--- config.mk ---
export PLATFORM = sky130hd
export DESIGN_NAME = implication_monitor
export DESIGN_NICKNAME = d
export VERILOG_FILES = /design/src/rtl/impl_mon_pkg.sv /design/src/rtl/sat_counter.sv /design/src/rtl/implication_monitor.sv
export SDC_FILE = /design/constraint.sdc
export NUM_CORES = 1
export LEC_CHECK = 0
export ABC_AREA = 1
export CAP_MARGIN = 20
export CORE_MARGIN = 1
export CORE_UTILIZATION = 55
export DETAILED_ROUTE_END_ITERATION = 10
export PLACE_DENSITY = 0.84
export SLEW_MARGIN = 20
export SYNTH_ARGS = -nofsm -noshare
export SYNTH_HDL_FRONTEND = slang
export SYNTH_SLANG_ARGS = --single-unit
--- constraint.sdc ---
create_clock -name clk -period 2.3 [get_ports clk]
set_input_delay 0.23 -clock clk [delete_from_list [all_inputs] [get_ports clk]]
set_output_delay 0.23 -clock clk [all_outputs]
set_load 0.01 [all_outputs]
--- src/rtl/impl_mon_pkg.sv ---
// Shared types for the implication/equivalence monitor.
package impl_mon_pkg;

  typedef enum logic [1:0] {
    IDLE  = 2'd0,
    RUN   = 2'd1,
    FAULT = 2'd2
  } state_e;

  typedef enum {
    RES_NONE,
    RES_PASS,
    RES_FAIL,
    RES_VAC
  } result_e;

  localparam int unsigned MAX_DELAY = 15;

endpackage

--- src/rtl/sat_counter.sv ---
// Saturating up-counter with synchronous clear; holds at all-ones.
module sat_counter #(
  parameter int unsigned W = 16
) (
  input  logic         clk_i,
  input  logic         rst_ni,
  input  logic         inc_i,
  input  logic         clr_i,
  output logic [W-1:0] cnt_o
);

  logic [W-1:0] cnt_q, cnt_d;

  always_comb begin
    cnt_d = cnt_q;
    if (clr_i) begin
      cnt_d = '0;
    end else if (inc_i && (cnt_q != '1)) begin
      cnt_d = cnt_q + 1'b1;
    end
  end

  always_ff @(posedge clk_i) begin
    if (!rst_ni) begin
      cnt_q <= '0;
    end else begin
      cnt_q <= cnt_d;
    end
  end

  assign cnt_o = cnt_q;

endmodule

--- src/rtl/implication_monitor.sv ---
// Hardware checker for "ante |-> ##DELAY cons" with pulses, counters and sticky error.
// Define IMPL_MON_IFF_EN for equivalence mode "ante iff ##DELAY cons" (vacuous outputs tied 0).
module implication_monitor
  import impl_mon_pkg::*;
#(
  parameter int unsigned DELAY = 0,
  parameter int unsigned CNT_W = 16
) (
  input  logic             clk,
  input  logic             rst_n,
  input  logic             enable,
  input  logic             ante,
  input  logic             cons,
  input  logic             clear,
  output logic             pass_pulse,
  output logic             fail_pulse,
  output logic             vac_pulse,
  output logic [CNT_W-1:0] pass_cnt,
  output logic [CNT_W-1:0] fail_cnt,
  output logic [CNT_W-1:0] vac_cnt,
  output logic             err_sticky,
  output logic [1:0]       state
);

  if (DELAY > MAX_DELAY) begin : g_bad_delay
    $fatal(1, "implication_monitor: DELAY exceeds MAX_DELAY");
  end

  logic    new_vld, new_ante, vac_d;
  logic    mat_vld, mat_ante;
  result_e res;
  logic    pass_d, fail_d, err_d;
  logic    pass_q, fail_q, vac_q, err_q;
  state_e  state_q, state_d;

  // Each obligation carries the ante value it must be matched against;
  // in implication mode that is always 1, so the same compare serves both modes.
`ifdef IMPL_MON_IFF_EN
  assign new_vld  = enable;
  assign new_ante = ante;
  assign vac_d    = 1'b0;
`else
  assign new_vld  = enable & ante;
  assign new_ante = 1'b1;
  assign vac_d    = enable & ~ante;
`endif

  if (DELAY == 0) begin : g_nopipe
    assign mat_vld  = new_vld;
    assign mat_ante = new_ante;
  end else begin : g_pipe
    logic [DELAY-1:0] vld_q, ante_q;

    // Only reset flushes pending obligations; clear deliberately leaves them in flight.
    always_ff @(posedge clk) begin
      if (!rst_n) begin
        vld_q  <= '0;
        ante_q <= '0;
      end else begin
        vld_q[0]  <= new_vld;
        ante_q[0] <= new_ante;
        for (int unsigned i = 1; i < DELAY; i++) begin
          vld_q[i]  <= vld_q[i-1];
          ante_q[i] <= ante_q[i-1];
        end
      end
    end

    assign mat_vld  = vld_q[DELAY-1];
    assign mat_ante = ante_q[DELAY-1];
  end

  always_comb begin
    res = RES_NONE;
    if (mat_vld) begin
      res = (cons == mat_ante) ? RES_PASS : RES_FAIL;
    end
  end

  assign pass_d = (res == RES_PASS);
  assign fail_d = (res == RES_FAIL);
  assign err_d  = clear ? 1'b0 : (err_q | fail_d);

  always_comb begin
    state_d = state_q;
    if (clear) begin
      state_d = IDLE;
    end else begin
      case (state_q)
        IDLE:    if (fail_d) state_d = FAULT;
                 else if (enable) state_d = RUN;
        RUN:     if (fail_d) state_d = FAULT;
        FAULT:   state_d = FAULT;
        default: state_d = IDLE;
      endcase
    end
  end

  always_ff @(posedge clk) begin
    if (!rst_n) begin
      pass_q  <= 1'b0;
      fail_q  <= 1'b0;
      vac_q   <= 1'b0;
      err_q   <= 1'b0;
      state_q <= IDLE;
    end else begin
      pass_q  <= pass_d;
      fail_q  <= fail_d;
      vac_q   <= vac_d;
      err_q   <= err_d;
      state_q <= state_d;
    end
  end

  // Counters advance on the same edge as the pulse register, so clear masks that result.
  sat_counter #(.W(CNT_W)) u_pass_cnt (
    .clk_i (clk), .rst_ni(rst_n), .inc_i(pass_d), .clr_i(clear), .cnt_o(pass_cnt)
  );
  sat_counter #(.W(CNT_W)) u_fail_cnt (
    .clk_i (clk), .rst_ni(rst_n), .inc_i(fail_d), .clr_i(clear), .cnt_o(fail_cnt)
  );
  sat_counter #(.W(CNT_W)) u_vac_cnt (
    .clk_i (clk), .rst_ni(rst_n), .inc_i(vac_d), .clr_i(clear), .cnt_o(vac_cnt)
  );

  assign pass_pulse = pass_q;
  assign fail_pulse = fail_q;
  assign vac_pulse  = vac_q;
  assign err_sticky = err_q;
  assign state      = state_q;

endmodule

; ---- After elaboration in Yosys (flattened, before gate mapping)
; Cells that the tools add are included.
; Widths: inputs -> output; s select.
[totals]
reg_bits = 54
inputBits = 6
wordCells = 37
[classes]
addsub = 3
n_eq_ne = 9
muxes = 6
bitwise_logic = 5
n_reduce_logical = 6
[ops]
columns = op, n
row1 = $add 16x1->16 const B, 3
row2 = $ne 16x16->1 const B, 3
row3 = $eq 32x2->1 const B, 1
row4 = $eq 32x3->1 const B, 1
row5 = $mux 32, 1
row6 = $mux 2, 4
row7 = $pmux 2 s3, 1
row8 = $logic_and 1x1->1, 3
row9 = $ne 3x3->1 const B, 1
row10 = $and 1x1->1, 2
row11 = $eq 2x1->1 const B, 1
row12 = $eq 2x2->1 const B, 1
row13 = $logic_not 2->1, 1
row14 = $ne 2x2->1 const B, 1
row15 = $not 1->1, 2
row16 = $reduce_and 2->1, 1
row17 = $reduce_or 2->1, 1
row18 = $or 1x1->1, 1

; ---- Depth between registers and ports, before layout
; Gate-level depths: netlist of the first run.
[logic_depth]
word_depth = 5
ltp_mapped = 9
ltp_nobuf = 9

; ---- By module
; A second synthesis of the first run with hierarchy kept.
[hier_totals]
hier_cells = 499
area_unflattened_um2 = 3032.9
[modules_own_cells]
columns = mod, n_inst, cells_per_inst, area_each_um2, seq_area_each_um2
row1 = sat_counter, 3, 153, 910.9, 320.3
row2 = implication_monitor, 1, 40, 300.3, 120.1

; ---- Least setup slack after synthesis of the first run
; OpenSTA, ideal clock, no wires.
[synth_timing]
kind = reg2reg
startpoint = register u_fail_cnt.cnt_q[0], in the netlist u_fail_cnt.cnt_o[0]
endpoint = register u_fail_cnt.cnt_q[7], in the netlist u_fail_cnt.cnt_o[7]
setup_ns = 0.115
arrival_ns = 1.349
required_ns = 2.185
setup_slack_ns = 0.836
stages_incl_launch_ff = 8
synth_period_minus_slack_ns = 1.464
path_cell_list = dfxtp_1 -> ha_1 -> inv_1 -> nor2_1 -> nand4_2 -> buf_2 -> a21oi_1 -> nor2_1
[synth_between]
elab_chain_cells = 2
word_cells_on_any_way = 3
cone_classes = add/sub: 1 / eq/ne: 1 / reduce/logical: 1
[synth_lines]
columns = item, line
row1 = start: declaration, sat_counter.sv:12  ; logic [W-1:0] cnt_q, cnt_d;
row2 = start signal: assignment, sat_counter.sv:27  ; cnt_q <= cnt_d;
row3 = "parallel branches: the longest is 2 deep, another holds $add 16x1->16", --
; Several ways; the timed one is not identified.
; A chain may end at the register's enable or synchronous reset.

; ---- Worst setup path in the final report of the first run
[layout_timing]
startpoint = register u_vac_cnt.cnt_q[13], in the netlist u_vac_cnt.cnt_o[13]
endpoint = register u_vac_cnt.cnt_q[13], in the netlist u_vac_cnt.cnt_o[13]
[layout_between]
elab_chain_cells = 2
word_cells_on_any_way = 3
cone_classes = add/sub: 1 / eq/ne: 1 / reduce/logical: 1
[layout_lines]
columns = item, line
row1 = start: declaration, sat_counter.sv:12
row2 = start signal: assignment, sat_counter.sv:27
row3 = "parallel branches: the longest is 2 deep, another holds $add 16x1->16", --
; Several ways; the timed one is not identified.

==> flow_summary_export.csv, run 1 <==
group,metric,value,unit
run_status,status,"completed",
worst_hold_path,worstHoldStart,"err_sticky$_SDFF_PP0_",
worst_setup_path,cp-endpoint,"u_vac_cnt.cnt_o[13]$_SDFFE_PP0P_",
routing,met2WireLength,3660,um
routing,antenna_left,0,
layout,num_antenna_cells,0,
worst_setup_path,startpoint_type,"register",
worst_setup_path,path_common_cell,"nor2_1",
timing,setup_tns,0,ns
yosys,syn_area,3090,sq um
pwr,power_frac_clock,0.371,
routing,wl_per_cell,12.4,um
worst_setup_path,crit_slowest_cell,"nand4_2",
worst_setup_path,r2r_slack,0.31,ns
yosys,ys.flop_type,"dfxtp_1",
pwr,powerDensity,438,nW/um^2
timing,slew_viol_final,0,
worst_setup_path,required,2.50,ns
clocking,htreeDepth,2,
timing,tightestPinTransition,0.631,ns
timing,slew_headroom,0.578,
yosys,yosys-top-cells-area,"dfxtp_1 35%, nor2_1 15%, nand2_1 15%, nand3_1 7.5%, inv_1 6.2%",
routing,drc_errors,0,
global_routing,grt_pass1_vias,2917,
floorplan,rows,26,
timing,fmax,502,MHz
routing,via_count,3310,
worst_hold_path,min-delay-path-class,"register to register",
pwr,switching_share,0.221,
timing,period_share,0.867,
routing,dr.pass1.iters,6,
floorplan,die_y,76.9,um
clocking,clk_latency,0.31,ns
timing,final_hold_viol_count,0,
global_routing,track_usage,0.276,
worst_setup_path,critPathMaxStageDelay,0.57,ns
floorplan,start_util,0.586,
pwr,seq_power_share,0.562,
yosys,yosys.area.top_type,"dfxtp_1",
timing,rsz0062_at_grt,"false",
pwr,power.switching,0.000373,W
global_routing,antenna_found_initial,0,
floorplan,die_x,76.9,um
routing,wl_met3,532,um
worst_setup_path,end_kind,"register",
clocking,cts_resized,0,
worst_setup_path,critical_path.startpoint,"u_vac_cnt.cnt_o[13]$_SDFFE_PP0P_",
yosys,ys_ff_latch,54,
routing,vias_per_cell,5.31,
global_routing,grt_overflow,0,
worst_setup_path,reg2reg_from,"u_vac_cnt.cnt_o[13]$_SDFFE_PP0P_",
worst_setup_path,cp.arrival,2.20,ns
pwr,leakagePower,1.46,nW
placement,place_congestion,0.955,
yosys,synth_top_area_share,0.350,
layout,drive_above_1_share,0.0506,
worst_setup_path,rr_worst_depth,5,
timing,clock_skew,0.00513,ns
layout,nets,564,
yosys,syn_inst,494,
clocking,tritoncts,"done",
worst_setup_path,worstReg2RegEnd,"u_vac_cnt.cnt_o[13]$_SDFFE_PP0P_",
routing,drt_wl_total,7740,um
routing,route.top_layer_used,"met4",
layout,layout.cells.non_filler,623,
yosys,yosys-top-cells-count,"127 x nor2_1, 124 x nand2_1, 54 x dfxtp_1",
layout,fillerInstances,461,
pwr,p_comb_frac,0.067,
global_routing,grt_max_degree,51,
worst_setup_path,cp_cell_sequence,"nand2_1 > nor2_1 > nand4_2 > a21oi_1 > nor2_1",
timing,finalCriticalPeriod,1.99,ns
yosys,synthMostInstantiatedCell,"nor2_1",
placement,hpwl,5530,um
placement,io_buffers,59,
pwr,internal_power,0.00132,W
yosys,synthesis.nets,506,
routing,drt_iter0_drc,321,
pwr,max-vdd-ir-drop,287,uV
floorplan,dieArea,5920,sq um
flow_run,drv_cap,0,
global_routing,grt_pass1_wl,13300,um
clocking,cts_hold_buf,0,
floorplan,coreArea,5270,sq um
clocking,clock_sinks,54,
clocking,clk_pin_slew,0.09,ns
clocking,clock_path_buffers,2,
placement,dp_cells,615,
clocking,cts_root_buffer,"clkbuf_8",
worst_setup_path,crit_fanout,25,
yosys,synth-async-reset-ratio,0,
routing,m1WireLength,3370,um
yosys,syn_avg_cell_area,6.25,sq um
yosys,synth_cell_types,24,
yosys,synth_edf_count,0,
layout,syn_to_final_growth,25.0,%
clocking,post_cts_buffers,0,
floorplan,io_pins,60,
timing,setup_viol_count_final,0,
clocking,cts-buffers-inserted,5,
yosys,ys_seq_area_frac,0.350,
yosys,ys_warn_count,0,
worst_setup_path,critPathKind,"register to register",
## placed cells by master, fill, tap and decap left out, types with 5 or more instances in the layout
cell type,synthesis,routed
nor2_1,127,126
nand2_1,124,124
clkdlybuf4s50_1,0,59
dfxtp_1,54,54
inv_1,51,51
nand3_1,46,46
a21oi_1,36,36
nand4_1,8,8
nor2_4,6,7
ha_1,6,6
o21ai_0,5,5
clkbuf_8,0,5
## area by class of cell
class,instances,area (sq um),area share
multi-input combinational,380,1780,0.462
sequential,54,1080,0.280
timing repair buffer,60,611,0.158
inverter,51,191,0.0496
tap,70,87.6,0.0227
clock buffer,7,76.3,0.0198
clock inverter,1,30.0,0.00778
## layer usage
metal / GRT usage / vias to the layer above
met3: 0.0452 / 20
met1: 0.352 / 1459
met2: 0.460 / 153
li1: - / 1678
met4: 0.113 / 0
met5: 0 / -
## worst max-delay path: cells and delay by family, from the launching register on
family | cells | cell delay (ns)
AND/OR/NAND/NOR | 4 | 1.06
flip-flops | 1 | 0.44
AO/OA/AOI/OAI | 1 | 0.38
## power by group through the flow
stage	Combinational, W	Clock, W	Sequential [W]
floorplan	0.0000641	0	0.000973
global placement	0.000109	0	0.000971
detailed placement	0.000113	0	0.000971
CTS	0.000114	0.000639	0.000949
global route	0.000126	0.000683	0.000951
finish	0.000113	0.000626	0.000949
## cells by family after synthesis
family                   after synthesis  synth area share
AND/OR/NAND/NOR                      330             0.476
buffers and inverters                 60            0.0754
flip-flops                            54             0.350
AO/OA/AOI/OAI                         44            0.0742
adder cells (fa/ha/maj)                6            0.0243
## per-stage QoR
stage	setup slack, ns	cell area (sq um)	hold WS (ns)	total power [W]	utilization
after floorplan	0.836	3090	0.393	0.00104	-
final	0.306	3860	0.476	0.00169	0.732
after detailed placement	0.388	3750	0.458	0.00108	0.712
after global placement	0.483	3750	0.454	0.00108	0.712
after global routing	0.192	3860	0.499	0.00176	0.732
after CTS	0.378	3860	0.480	0.00170	0.732
## sequential cells by signal, indices dropped and copies added, names as in the netlist
signal,flops
u_vac_cnt.cnt_o,16
u_pass_cnt.cnt_o,16
err_sticky,1
state,2
fail_pulse,1
vac_pulse,1
u_fail_cnt.cnt_o,16
pass_pulse,1
## worst min-delay path by stage
stage	endpoint	slack, ns	depth (start not counted)
2_1_floorplan	vac_pulse$_SDFF_PN0_	0.39	2
3_3_place_gp	err_sticky$_SDFF_PP0_	0.45	2
3_5_place_dp	err_sticky$_SDFF_PP0_	0.46	2
4_1_cts	err_sticky$_SDFF_PP0_	0.48	2
5_1_grt	err_sticky$_SDFF_PP0_	0.50	2
6_report	err_sticky$_SDFF_PP0_	0.48	2
No activity file was read; power rests on OpenSTA's default activity.
==> run 2: changes to the inputs <==
--- a/config.mk
+++ b/config.mk
@@ -11,6 +11,7 @@
 export CORE_UTILIZATION = 55
 export DETAILED_ROUTE_END_ITERATION = 10
 export PLACE_DENSITY = 0.84
+export RECOVER_POWER = 100
 export SLEW_MARGIN = 20
 export SYNTH_ARGS = -nofsm -noshare
 export SYNTH_HDL_FRONTEND = slang
==> run 2 against run 1 <==
  * Sequential share of layout area increased by 0.52 points
  * Highest routed layer unchanged
  * Largest cell class unchanged
  * Non-clock buffer count did not move
  * Clock skew about the same
  * Routed wire length fell by 0.31%
  * Design area fell by 1.8%
  * Setup slack worse by 0.031 ns
  * Die area is the same
  * Utilization down 1.3 points
==> flow_summary_export.csv, run 2 (synthesis results as in run 1) <==
group,metric,value,unit
routing,drt_iter0_drc,295,
clocking,htreeDepth,2,
flow_run,drv_cap,0,
layout,num_antenna_cells,0,
timing,rsz0062_at_grt,"false",
placement,dp_cells,615,
worst_setup_path,cp.arrival,2.23,ns
placement,dpl_worst_slack,0.388,ns
worst_setup_path,crit_fanout,9,
clocking,tritoncts,"done",
timing,finalCriticalPeriod,2.03,ns
clocking,clock_sinks,54,
timing,tightestPinTransition,0.636,ns
placement,hpwl,5530,um
layout,layout.cells.non_filler,623,
pwr,power_frac_clock,0.374,
worst_setup_path,end_kind,"register",
clocking,post_cts_buffers,0,
floorplan,die_y,76.9,um
clocking,cts-buffers-inserted,5,
floorplan,rows,26,
global_routing,grt_overflow,0,
pwr,seq_power_share,0.564,
routing,antenna_left,0,
routing,dr.pass1.iters,5,
global_routing,track_usage,0.276,
pwr,max-vdd-ir-drop,286,uV
clocking,clk_pin_slew,0.09,ns
worst_setup_path,critPathKind,"primary input to register",
global_routing,antenna_found_initial,0,
layout,nets,564,
pwr,p_total,0.00168,W
clocking,clock_path_buffers,2,
worst_hold_path,min-delay-path-class,"register to register",
floorplan,start_util,0.586,
layout,most-common-layout-cells,"131 x nor2_1, 124 x nand2_1, 56 x dlygate4sd3_1",
pwr,powerDensity,444,nW/um^2
worst_setup_path,startpoint_type,"primary input",
timing,period_share,0.881,
timing,setup_viol_count_final,0,
timing,clock_skew,0.00548,ns
clocking,cts_hold_buf,0,
routing,vias_per_cell,5.26,
timing,final_hold_viol_count,0,
timing,fmax,494,MHz
worst_setup_path,required,2.51,ns
global_routing,grt_pass1_vias,2917,
clocking,cts_resized,0,
placement,io_buffers,59,
pwr,switching_share,0.221,
routing,drt_wl_total,7720,um
routing,via_count,3277,
pwr,leakagePower,1.63,nW
routing,drc_errors,0,
clocking,clk_latency,0.31,ns
global_routing,grt_pass1_wl,13300,um
global_routing,grt_max_degree,51,
timing,fin_ws,0.275,ns
run_status,status,"completed",
floorplan,die_x,76.9,um
placement,place_congestion,0.955,
timing,setup_tns,0,ns
pwr,p_comb_frac,0.062,
floorplan,io_pins,60,
pwr,power.switching,0.000372,W
layout,final_common_cell,"nor2_1",
layout,syn_to_final_growth,22.7,%
pwr,internal_power,0.00131,W
layout,drive_above_1_share,0.0344,
routing,wl_per_cell,12.4,um
floorplan,dieArea,5920,sq um
floorplan,coreArea,5270,sq um
timing,slew_viol_final,0,
clocking,cts_root_buffer,"clkbuf_8",
timing,slew_headroom,0.575,
-- run 2: changes by cell type in the layout (fill, tap and decap cells not counted) --
cell,before,now
clkdlybuf4s50_1,59,3
dlygate4sd3_1,0,56
nor2_1,126,131
nor2_4,7,3
nand3_1,46,48
nand3_4,2,0
nand4_1,8,10
nand4_2,3,1
nor2_2,3,2
-- run 2: stage by stage --
stage | hold slack (ns) | area [sq um] | util
final | 0.469 | 3790 | 0.719
after global routing | 0.493 | 3790 | 0.719
after CTS | 0.480 | 3860 | 0.732
after detailed placement | 0.458 | 3750 | 0.712
after global placement | 0.454 | 3750 | 0.712
after floorplan | 0.393 | 3090 | -
-- run 2: cell type report --
cell class,instances,area (sq um)
Sequential cell,54,1080
Timing Repair Buffer,60,611
Multi-Input combinational cell,380,1710
Clock inverter,1,30.0
Tap cell,70,87.6
Fill cell,474,1480
Clock buffer,7,76.3
Inverter,51,191
-- run 2: power groups by stage --
stage	clock [W]	sequential, W	combinational [W]
finish	0.000629	0.000949	0.000105
global route	0.000683	0.000951	0.000117
CTS	0.000639	0.000949	0.000114
detailed placement	0	0.000971	0.000113
global placement	0	0.000971	0.000109
floorplan	0	0.000973	0.0000641
-- run 2: worst max-delay path: stages --
cell           delay, ns
dlygate4sd3_1       0.66
nand3_1             0.32
nor2_1              0.44
nand2_4             0.08
nor2_1              0.27
nand3_1             0.11
nand2_1             0.08
nor2_1              0.04
-- run 2: per-layer routing --
| metal | up-vias | wire (um) | global-route usage |
|---|---|---|---|
| met1 | 1459 | 3500 | 0.352 |
| met5 | - | 0 | 0 |
| met4 | 0 | 201 | 0.113 |
| li1 | 1680 | - | - |
| met3 | 21 | 406 | 0.0452 |
| met2 | 117 | 3620 | 0.460 |
-- run 2: final timing paths --
| kind | startpoint | endpoint | slack (ns) | depth (start not counted) |
|---|---|---|---|---|
| hold / removal | err_sticky$_SDFF_PP0_ | err_sticky$_SDFF_PP0_ | 0.47 | 2 |
| hold reg to reg | err_sticky$_SDFF_PP0_ | err_sticky$_SDFF_PP0_ | 0.47 | 2 |
| setup reg to reg | u_vac_cnt.cnt_o[13]$_SDFFE_PP0P_ | u_vac_cnt.cnt_o[13]$_SDFFE_PP0P_ | 0.33 | 5 |
| setup / recovery | enable | u_pass_cnt.cnt_o[8]$_SDFFE_PP0P_ | 0.27 | 8 |
==> run 3: changes to the inputs <==
--- a/config.mk
+++ b/config.mk
@@ -12,6 +12,7 @@
 export DETAILED_ROUTE_END_ITERATION = 10
 export PLACE_DENSITY = 0.84
 export RECOVER_POWER = 100
+export SKIP_LAST_GASP = 1
 export SLEW_MARGIN = 20
 export SYNTH_ARGS = -nofsm -noshare
 export SYNTH_HDL_FRONTEND = slang
==> results of run 3 <==
Same layout as run 2: the final DEF is identical, and so are final timing and power.
